[src/rtl/inst_fetch_unit_pkg.sv]
`default_nettype none
// ============================================================================
// Module   : inst_fetch_unit_pkg
// Brief    : Shared types and constants for the instruction fetch stage.
// Revision : 1.0
// ============================================================================
package inst_fetch_unit_pkg;

   localparam int              XLEN             = 32;
   localparam logic [XLEN-1:0] RESET_PC_DEFAULT = 32'h0000_0000;
   localparam logic [XLEN-1:0] NOP              = 32'h0000_0013;

   typedef enum logic [1:0] {
      ST_IDLE    = 2'd0,
      ST_WAIT    = 2'd1,
      ST_DISCARD = 2'd2
   } fetch_state_e;

   typedef struct packed {
      logic [XLEN-1:0] pc;
      logic [XLEN-1:0] inst;
   } fetch_entry_t;

   function automatic logic [XLEN-1:0] word_align(input logic [XLEN-1:0] a);
      return {a[XLEN-1:2], 2'b00};
   endfunction

endpackage : inst_fetch_unit_pkg
`default_nettype wire

[src/rtl/inst_fetch_unit_if.sv]
`default_nettype none
// ============================================================================
// Module   : inst_fetch_unit_if
// Brief    : Redirect, instruction-memory and core-side bundle of the fetch stage.
// Revision : 1.0
// ============================================================================
interface inst_fetch_unit_if;
   import inst_fetch_unit_pkg::*;

   logic            redirect_valid;
   logic [XLEN-1:0] redirect_pc;
   logic            imem_req;
   logic [XLEN-1:0] imem_addr;
   logic            imem_ack;
   logic [XLEN-1:0] imem_rdata;
   logic            inst_valid;
   logic            inst_ready;
   logic [XLEN-1:0] inst_pc;
   logic [XLEN-1:0] inst;

   // master = fetch unit, slave = surrounding core/memory
   modport master (
      input  redirect_valid, redirect_pc, imem_ack, imem_rdata, inst_ready,
      output imem_req, imem_addr, inst_valid, inst_pc, inst
   );

   modport slave (
      output redirect_valid, redirect_pc, imem_ack, imem_rdata, inst_ready,
      input  imem_req, imem_addr, inst_valid, inst_pc, inst
   );

endinterface : inst_fetch_unit_if
`default_nettype wire

[src/rtl/inst_fetch_unit_fifo.sv]
`default_nettype none
// ============================================================================
// Module   : inst_fetch_unit_fifo
// Brief    : DEPTH x {pc, inst} synchronous FIFO with flush and FWFT head.
// Revision : 1.0
// ============================================================================
module inst_fetch_unit_fifo
   import inst_fetch_unit_pkg::*;
#(
   parameter int DEPTH = 4,
   parameter int AW    = $clog2(DEPTH),
   parameter int CW    = AW + 1
) (
   input  wire logic         clk,
   input  wire logic         rst_n,
   input  wire logic         i_push,
   input  wire fetch_entry_t i_data,
   input  wire logic         i_pop,
   input  wire logic         i_flush,
   output      logic [CW-1:0] o_count,
   output      logic         o_valid,
   output      fetch_entry_t o_head
);

   fetch_entry_t  r_mem [DEPTH];
   fetch_entry_t  r_last;
   logic [AW-1:0] r_wr_ptr;
   logic [AW-1:0] r_rd_ptr;
   logic [CW-1:0] r_count;
   logic          w_valid;
   logic          w_do_pop;
   logic [CW-1:0] w_count_nxt;

   assign w_valid  = (r_count != '0);
   assign w_do_pop = i_pop & w_valid;

   always_comb begin
      w_count_nxt = r_count + CW'(i_push) - CW'(w_do_pop);
   end

   // DEPTH is a power of two, so pointers wrap naturally
   always_ff @(posedge clk) begin
      if (!rst_n) begin
         r_wr_ptr <= '0;
         r_rd_ptr <= '0;
         r_count  <= '0;
      end else if (i_flush) begin
         r_wr_ptr <= '0;
         r_rd_ptr <= '0;
         r_count  <= '0;
      end else begin
         if (i_push) begin
            r_wr_ptr <= r_wr_ptr + AW'(1);
         end
         if (w_do_pop) begin
            r_rd_ptr <= r_rd_ptr + AW'(1);
         end
         r_count <= w_count_nxt;
      end
   end

   always_ff @(posedge clk) begin
      if (rst_n && !i_flush && i_push) begin
         r_mem[r_wr_ptr] <= i_data;
      end
   end

   // Holds the most recently presented head so outputs stay put when empty
   always_ff @(posedge clk) begin
      if (!rst_n) begin
         r_last <= '0;
      end else if (w_valid) begin
         r_last <= r_mem[r_rd_ptr];
      end
   end

   assign o_count = r_count;
   assign o_valid = w_valid;
   assign o_head  = w_valid ? r_mem[r_rd_ptr] : r_last;

endmodule : inst_fetch_unit_fifo
`default_nettype wire

[src/rtl/inst_fetch_unit.sv]
`default_nettype none
// ============================================================================
// Module   : inst_fetch_unit
// Brief    : Fetch PC owner, single-outstanding imem reader and prefetch queue.
// Revision : 1.0
// ============================================================================
module inst_fetch_unit
   import inst_fetch_unit_pkg::*;
#(
   parameter int              DEPTH    = 4,
   parameter logic [XLEN-1:0] RESET_PC = RESET_PC_DEFAULT
) (
   input wire logic           clk,
   input wire logic           rst_n,
   inst_fetch_unit_if.master  if_fetch
);

   localparam int AW = $clog2(DEPTH);
   localparam int CW = AW + 1;

   fetch_state_e    r_state;
   fetch_state_e    w_state_nxt;
   logic [XLEN-1:0] r_fetch_pc;
   logic [XLEN-1:0] w_fetch_pc_nxt;
   logic [XLEN-1:0] r_imem_addr;
   logic [XLEN-1:0] w_imem_addr_nxt;

   logic            w_redirect;
   logic [XLEN-1:0] w_redirect_pc;
   logic            w_ack;
   logic            w_push;
   logic            w_pop;
   logic [XLEN-1:0] w_pc_inc;
   logic [CW-1:0]   w_count;
   logic [CW-1:0]   w_count_nxt;
   logic            w_space;
   logic            w_fifo_valid;
   fetch_entry_t    w_push_data;
   fetch_entry_t    w_head;

   assign w_redirect    = if_fetch.redirect_valid;
   assign w_redirect_pc = word_align(if_fetch.redirect_pc);
   assign w_ack         = if_fetch.imem_ack;
   assign w_pc_inc      = r_fetch_pc + 32'd4;

   assign w_push = (r_state == ST_WAIT) & w_ack & ~w_redirect;
   assign w_pop  = w_fifo_valid & if_fetch.inst_ready;

   // A request is only launched when its result is guaranteed a slot
   always_comb begin
      if (w_redirect) begin
         w_count_nxt = '0;
      end else begin
         w_count_nxt = w_count + CW'(w_push) - CW'(w_pop);
      end
   end

   assign w_space = (w_count_nxt < CW'(DEPTH));

   always_ff @(posedge clk) begin
      if (!rst_n) begin
         r_state     <= ST_IDLE;
         r_fetch_pc  <= RESET_PC;
         r_imem_addr <= RESET_PC;
      end else begin
         r_state     <= w_state_nxt;
         r_fetch_pc  <= w_fetch_pc_nxt;
         r_imem_addr <= w_imem_addr_nxt;
      end
   end

   always_comb begin
      w_state_nxt     = r_state;
      w_fetch_pc_nxt  = r_fetch_pc;
      w_imem_addr_nxt = r_imem_addr;
      case (r_state)
         ST_IDLE: begin
            if (w_redirect) begin
               w_state_nxt     = ST_WAIT;
               w_fetch_pc_nxt  = w_redirect_pc;
               w_imem_addr_nxt = w_redirect_pc;
            end else if (w_space) begin
               w_state_nxt     = ST_WAIT;
               w_imem_addr_nxt = r_fetch_pc;
            end
         end
         ST_WAIT: begin
            if (w_ack && w_redirect) begin
               w_state_nxt     = ST_WAIT;
               w_fetch_pc_nxt  = w_redirect_pc;
               w_imem_addr_nxt = w_redirect_pc;
            end else if (w_ack) begin
               w_fetch_pc_nxt  = w_pc_inc;
               w_imem_addr_nxt = w_pc_inc;
               w_state_nxt     = w_space ? ST_WAIT : ST_IDLE;
            end else if (w_redirect) begin
               // Address must stay stable until the in-flight read completes
               w_state_nxt    = ST_DISCARD;
               w_fetch_pc_nxt = w_redirect_pc;
            end
         end
         ST_DISCARD: begin
            if (w_redirect) begin
               w_fetch_pc_nxt = w_redirect_pc;
            end
            if (w_ack) begin
               w_state_nxt     = ST_WAIT;
               w_imem_addr_nxt = w_redirect ? w_redirect_pc : r_fetch_pc;
            end
         end
         default: begin
            w_state_nxt = ST_IDLE;
         end
      endcase
   end

   assign w_push_data.pc   = r_imem_addr;
   assign w_push_data.inst = if_fetch.imem_rdata;

   inst_fetch_unit_fifo #(
      .DEPTH (DEPTH),
      .AW    (AW),
      .CW    (CW)
   ) u_fifo (
      .clk     (clk),
      .rst_n   (rst_n),
      .i_push  (w_push),
      .i_data  (w_push_data),
      .i_pop   (w_pop),
      .i_flush (w_redirect),
      .o_count (w_count),
      .o_valid (w_fifo_valid),
      .o_head  (w_head)
   );

   assign if_fetch.imem_req   = (r_state != ST_IDLE);
   assign if_fetch.imem_addr  = r_imem_addr;
   assign if_fetch.inst_valid = w_fifo_valid;
   assign if_fetch.inst_pc    = w_head.pc;
   assign if_fetch.inst       = w_head.inst;

endmodule : inst_fetch_unit
`default_nettype wire

[src/flat_wrapper.sv]
// flat-port wrapper written by rule: the top's interface ports become plain ports
module inst_fetch_unit_flat import inst_fetch_unit_pkg::*;
#(
   parameter int              DEPTH    = 4,
   parameter logic [XLEN-1:0] RESET_PC = RESET_PC_DEFAULT
)
  (clk, rst_n, if_fetch_redirect_valid, if_fetch_redirect_pc, if_fetch_imem_ack, if_fetch_imem_rdata, if_fetch_inst_ready, if_fetch_imem_req, if_fetch_imem_addr, if_fetch_inst_valid, if_fetch_inst_pc, if_fetch_inst);
  inst_fetch_unit_if if_fetch_i ();
  input wire logic clk;
  input wire logic rst_n;
  input wire logic [$bits(if_fetch_i.redirect_valid)-1:0] if_fetch_redirect_valid;
  input wire logic [$bits(if_fetch_i.redirect_pc)-1:0] if_fetch_redirect_pc;
  input wire logic [$bits(if_fetch_i.imem_ack)-1:0] if_fetch_imem_ack;
  input wire logic [$bits(if_fetch_i.imem_rdata)-1:0] if_fetch_imem_rdata;
  input wire logic [$bits(if_fetch_i.inst_ready)-1:0] if_fetch_inst_ready;
  output wire logic [$bits(if_fetch_i.imem_req)-1:0] if_fetch_imem_req;
  output wire logic [$bits(if_fetch_i.imem_addr)-1:0] if_fetch_imem_addr;
  output wire logic [$bits(if_fetch_i.inst_valid)-1:0] if_fetch_inst_valid;
  output wire logic [$bits(if_fetch_i.inst_pc)-1:0] if_fetch_inst_pc;
  output wire logic [$bits(if_fetch_i.inst)-1:0] if_fetch_inst;
  assign if_fetch_i.redirect_valid = if_fetch_redirect_valid;
  assign if_fetch_i.redirect_pc = if_fetch_redirect_pc;
  assign if_fetch_i.imem_ack = if_fetch_imem_ack;
  assign if_fetch_i.imem_rdata = if_fetch_imem_rdata;
  assign if_fetch_i.inst_ready = if_fetch_inst_ready;
  assign if_fetch_imem_req = if_fetch_i.imem_req;
  assign if_fetch_imem_addr = if_fetch_i.imem_addr;
  assign if_fetch_inst_valid = if_fetch_i.inst_valid;
  assign if_fetch_inst_pc = if_fetch_i.inst_pc;
  assign if_fetch_inst = if_fetch_i.inst;
  inst_fetch_unit #(.DEPTH(DEPTH), .RESET_PC(RESET_PC)) u_core (.clk(clk), .rst_n(rst_n), .if_fetch(if_fetch_i));
endmodule
[config.mk]
export PLATFORM = sky130hd
export DESIGN_NAME = inst_fetch_unit_flat
export DESIGN_NICKNAME = d
export VERILOG_FILES = /design/src/rtl/inst_fetch_unit_pkg.sv /design/src/rtl/inst_fetch_unit_if.sv /design/src/rtl/inst_fetch_unit_fifo.sv /design/src/rtl/inst_fetch_unit.sv /design/src/flat_wrapper.sv
export SDC_FILE = /design/constraint.sdc
export NUM_CORES = 1
export LEC_CHECK = 0
export ABC_AREA = 1
export CORE_ASPECT_RATIO = 0.5
export CORE_MARGIN = 3
export CORE_UTILIZATION = 45
export DETAILED_ROUTE_END_ITERATION = 10
export PLACE_DENSITY = 0.73
export SYNTH_ARGS = -nofsm -noshare
export SYNTH_HDL_FRONTEND = slang
export SYNTH_SLANG_ARGS = --single-unit
[constraint.sdc]
create_clock -name clk -period 6.1 [get_ports clk]
set_input_delay 1.22 -clock clk [delete_from_list [all_inputs] [get_ports clk]]
set_output_delay 1.22 -clock clk [all_outputs]
set_load 0.03 [all_outputs]
==> results.yml <==
outcome:
  status: "finished, final reports clean"
routing:
  dr.pass1.iters: 5
  drcViolationCount: 0
  wl_mm: 42.2
  drtAntennaViolNets: 0
  vias_per_cell: 5.30
  wl_per_cell_um: 17.0
  vias: 13100
  drtIter0Drc: 1142
cells_and_area:
  drive_gt1_share_pct: 6.62
  fillers: 3112
  mostFrequentLayoutCell: "nand2_1"
  layout_common_cells: "nand2_1, nor2_1, edfxtp_1"
  layout.nets: 2045
  stdcell_count: 2479
  num_antenna_cells: 0
  area_growth_syn_to_layout_pct: 18.8
  fin_util_pct: 55.5
  multi_input_area_um2: 5890
  seqCellArea_um2: 10500
  fin_area_um2: 20400
grt:
  use_met1_pct: 27.5
  grt_usage_pct: 20.5
  grt_pass1_vias: 12400
  grt_antenna_before_repair: 0
  grt_use_met2_pct: 35.2
  overflow: 0
  met3_usage_pct: 2.98
  top_usage_layer: "met2"
  grt_max_degree: 87
  grt_pass1_wl_mm: 66.1
clocking:
  insertion_delay_ps: 530
  cts_buffers: 38
  cts_tree: "done"
  h-tree-depth: 2
  post_cts_resized: 0
  cts_sinks: 395
  clk_pin_slew_ps: 60
  cts-root-buf: "clkbuf_16"
  post_cts_buffers: 0
  hold_buffers: 0
  clockBufferDepth: 3
min_path:
  holdPathStages: 2
  min_to: "u_core.r_fetch_pc[0]"
  hold_path_class: "reg2reg"
  hold_start: "u_core.r_fetch_pc[0]"
timing:
  tightest_slew_ps: 1250
  slew_headroom_pct: 16.8
  finalHoldViolCount: 0
  finalSetupViolCount: 0
  rsz0062_at_grt: "no"
  drv_slew: 0
  skew_ps: 14.1
  period_share_pct: 78.0
  fin_setup_tns_ps: 0
  max_freq_mhz: 210
  period_minus_slack_ps: 4760
critical_path:
  cp-end-kind: "primary output"
  cpMostUsedCell: "nand2_1"
  crit_type: "reg2out"
  r2r_slack_ps: 2610
  rr_worst_depth: 14
  start_kind: "flip-flop"
  critPathBufInv: 3
  r2r-start: "u_core.u_fifo.o_count[2]"
  path_max_fanout: 86
  cp_slowest_cell: "inv_4"
  critPathMaxStageDelay_ps: 720
  path_delay_family: "buffers and inverters"
  r2r_end: "u_core.if_fetch.imem_addr[10]"
  required_ps: 4880
  worstPathArrival_ps: 3540
  crit_chain: "inv_4 > buf_4 > nor2_1 > o32ai_1 > nand2_1 > nand2_1 > clkdlybuf4s50_1"
synthesis:
  syn_avg_cell_area_um2: 9.30
  netlist_area_um2: 17200
  synth.ff_latch_count: 395
  synthArstFlopShare_pct: 0
  synth_warnings: 0
  synth_nets: 1925
  synth.distinct_cells: 35
  synth_edf_count: 256
  synth_ff_type: "edfxtp_1"
  syn_inst: 1846
  seq_area_frac_synth_pct: 61.0
place:
  dp.final_hpwl_mm: 25.6
  gp_congestion: 0.859
  io_buffers: 164
  placed_area_um2: 19100
  placed_cells: 2410
die:
  die_y_um: 144
  core.rowCount: 49
  start_util_pct: 46.7
  ios: 167
  die_x_um: 282
  die_area_um2: 40700
  core_um2: 36700
pwr:
  clockPowerShare_pct: 36.0
  powerDensity_nw_per_um2: 327
  combinationalPowerShare_pct: 16.1
  ir_drop_v: 0.000166
  p_sw_w: 0.00185
  seqPwrFrac_pct: 47.9
  leakagePower_nw: 7.62
  internal_power_w: 0.00481
  power_w: 0.00666
  p_sw_share_pct: 27.8
job:
  cap_violations: 0
kinds of logic (layout without fill, tap and decap cells):
family,count (synthesis),count (layout),synth area share [%]
DFF,395,395,61.0
AOI/OAI and AO/OA,372,372,12.8
and+or+nand+nor,859,859,19.8
xor gates and xnor gates,15,15,0.809
adders and majority gates,10,10,0.729
buffers and inverters,195,344,4.88
layer usage:
metal / vias to the layer above / routed length (um) / part of all wire (%)
li1: 6479 / - / -
met1: 6228 / 18300 / 43
met2: 358 / 20500 / 49
met3: 64 / 2390 / 5.7
met4: 0 / 961 / 2.3
met5: - / 0 / 0
per-stage QoR:
stage               setup WS, ps  hold slack, ps
finish                      1340             433
global route                1070             459
CTS                         1300             433
detailed placement          1450             424
global placement            1520             419
floorplan                    887             412
worst max-delay path by stage:
stage / cells after the start / slack [ps] / startpoint / end
2_1_floorplan: 7 / 890 / rst_n / u_core.u_fifo.r_mem[0][0]
3_3_place_gp: 15 / 1520 / if_fetch_imem_ack / u_core.if_fetch.imem_addr[2]
3_5_place_dp: 15 / 1450 / if_fetch_imem_ack / u_core.if_fetch.imem_addr[2]
4_1_cts: 7 / 1300 / flip-flop / if_fetch_inst[28]
5_1_grt: 7 / 1070 / flip-flop / if_fetch_inst[28]
6_report: 7 / 1340 / flip-flop / if_fetch_inst[19]
flip-flops by register name (all words and copies together), names as in the netlist, named ones only:
| register | count |
|---|---|
| u_core.u_fifo.r_last | 64 |
| u_core.u_fifo.r_wr_ptr | 2 |
| u_core.r_state | 2 |
| u_core.u_fifo.o_count | 3 |
| u_core.if_fetch.imem_addr | 32 |
| u_core.u_fifo.r_rd_ptr | 2 |
| u_core.r_fetch_pc | 32 |
| u_core.u_fifo.r_mem | 256 |
worst min-delay path, stage by stage, from the launching register on:
cell     delay (ps)
dfxtp_1         310
nand2_1          50
nor2_1           40
layout make-up:
type | count | share of cell area [%]
Multi-Input combinational cell | 1256 | 28.9
Tap cell | 484 | 2.97
Timing Repair Buffer | 184 | 8.83
Sequential cell | 395 | 51.4
Clock inverter | 17 | 0.994
Inverter | 91 | 1.72
Clock buffer | 52 | 5.17
power groups by stage:
stage	Clock (W)	Combinational, W	Sequential [W]
2_1_floorplan	0	0.000585	0.00330
3_3_place_gp	0	0.00105	0.00324
3_5_place_dp	0	0.00107	0.00324
4_1_cts	0.00244	0.00107	0.00319
5_1_grt	0.00255	0.00117	0.00321
6_report	0.00240	0.00107	0.00319
synth_stat cells, types with 3 or more instances:
library cell / instances / area (um2)
inv_1: 85 / 319
nand3_1: 27 / 135
buf_4: 6 / 45.0
nand2_2: 5 / 31.3
or2_2: 18 / 113
a22oi_1: 27 / 203
nand2_1: 521 / 1960
or2_1: 3 / 18.8
a31oi_1: 3 / 18.8
xor2_1: 13 / 114
dfxtp_1: 139 / 2780
o32ai_1: 64 / 561
clkbuf_1: 61 / 229
nor2_2: 8 / 50.1
ha_1: 10 / 125
buf_6: 5 / 56.3
a21oi_1: 127 / 636
nor2_4: 5 / 56.3
edfxtp_1: 256 / 7690
nor2_1: 268 / 1010
o21ai_0: 144 / 721
buf_2: 30 / 150
inv_2: 4 / 15.0
Power figures use the tool's default switching activity.
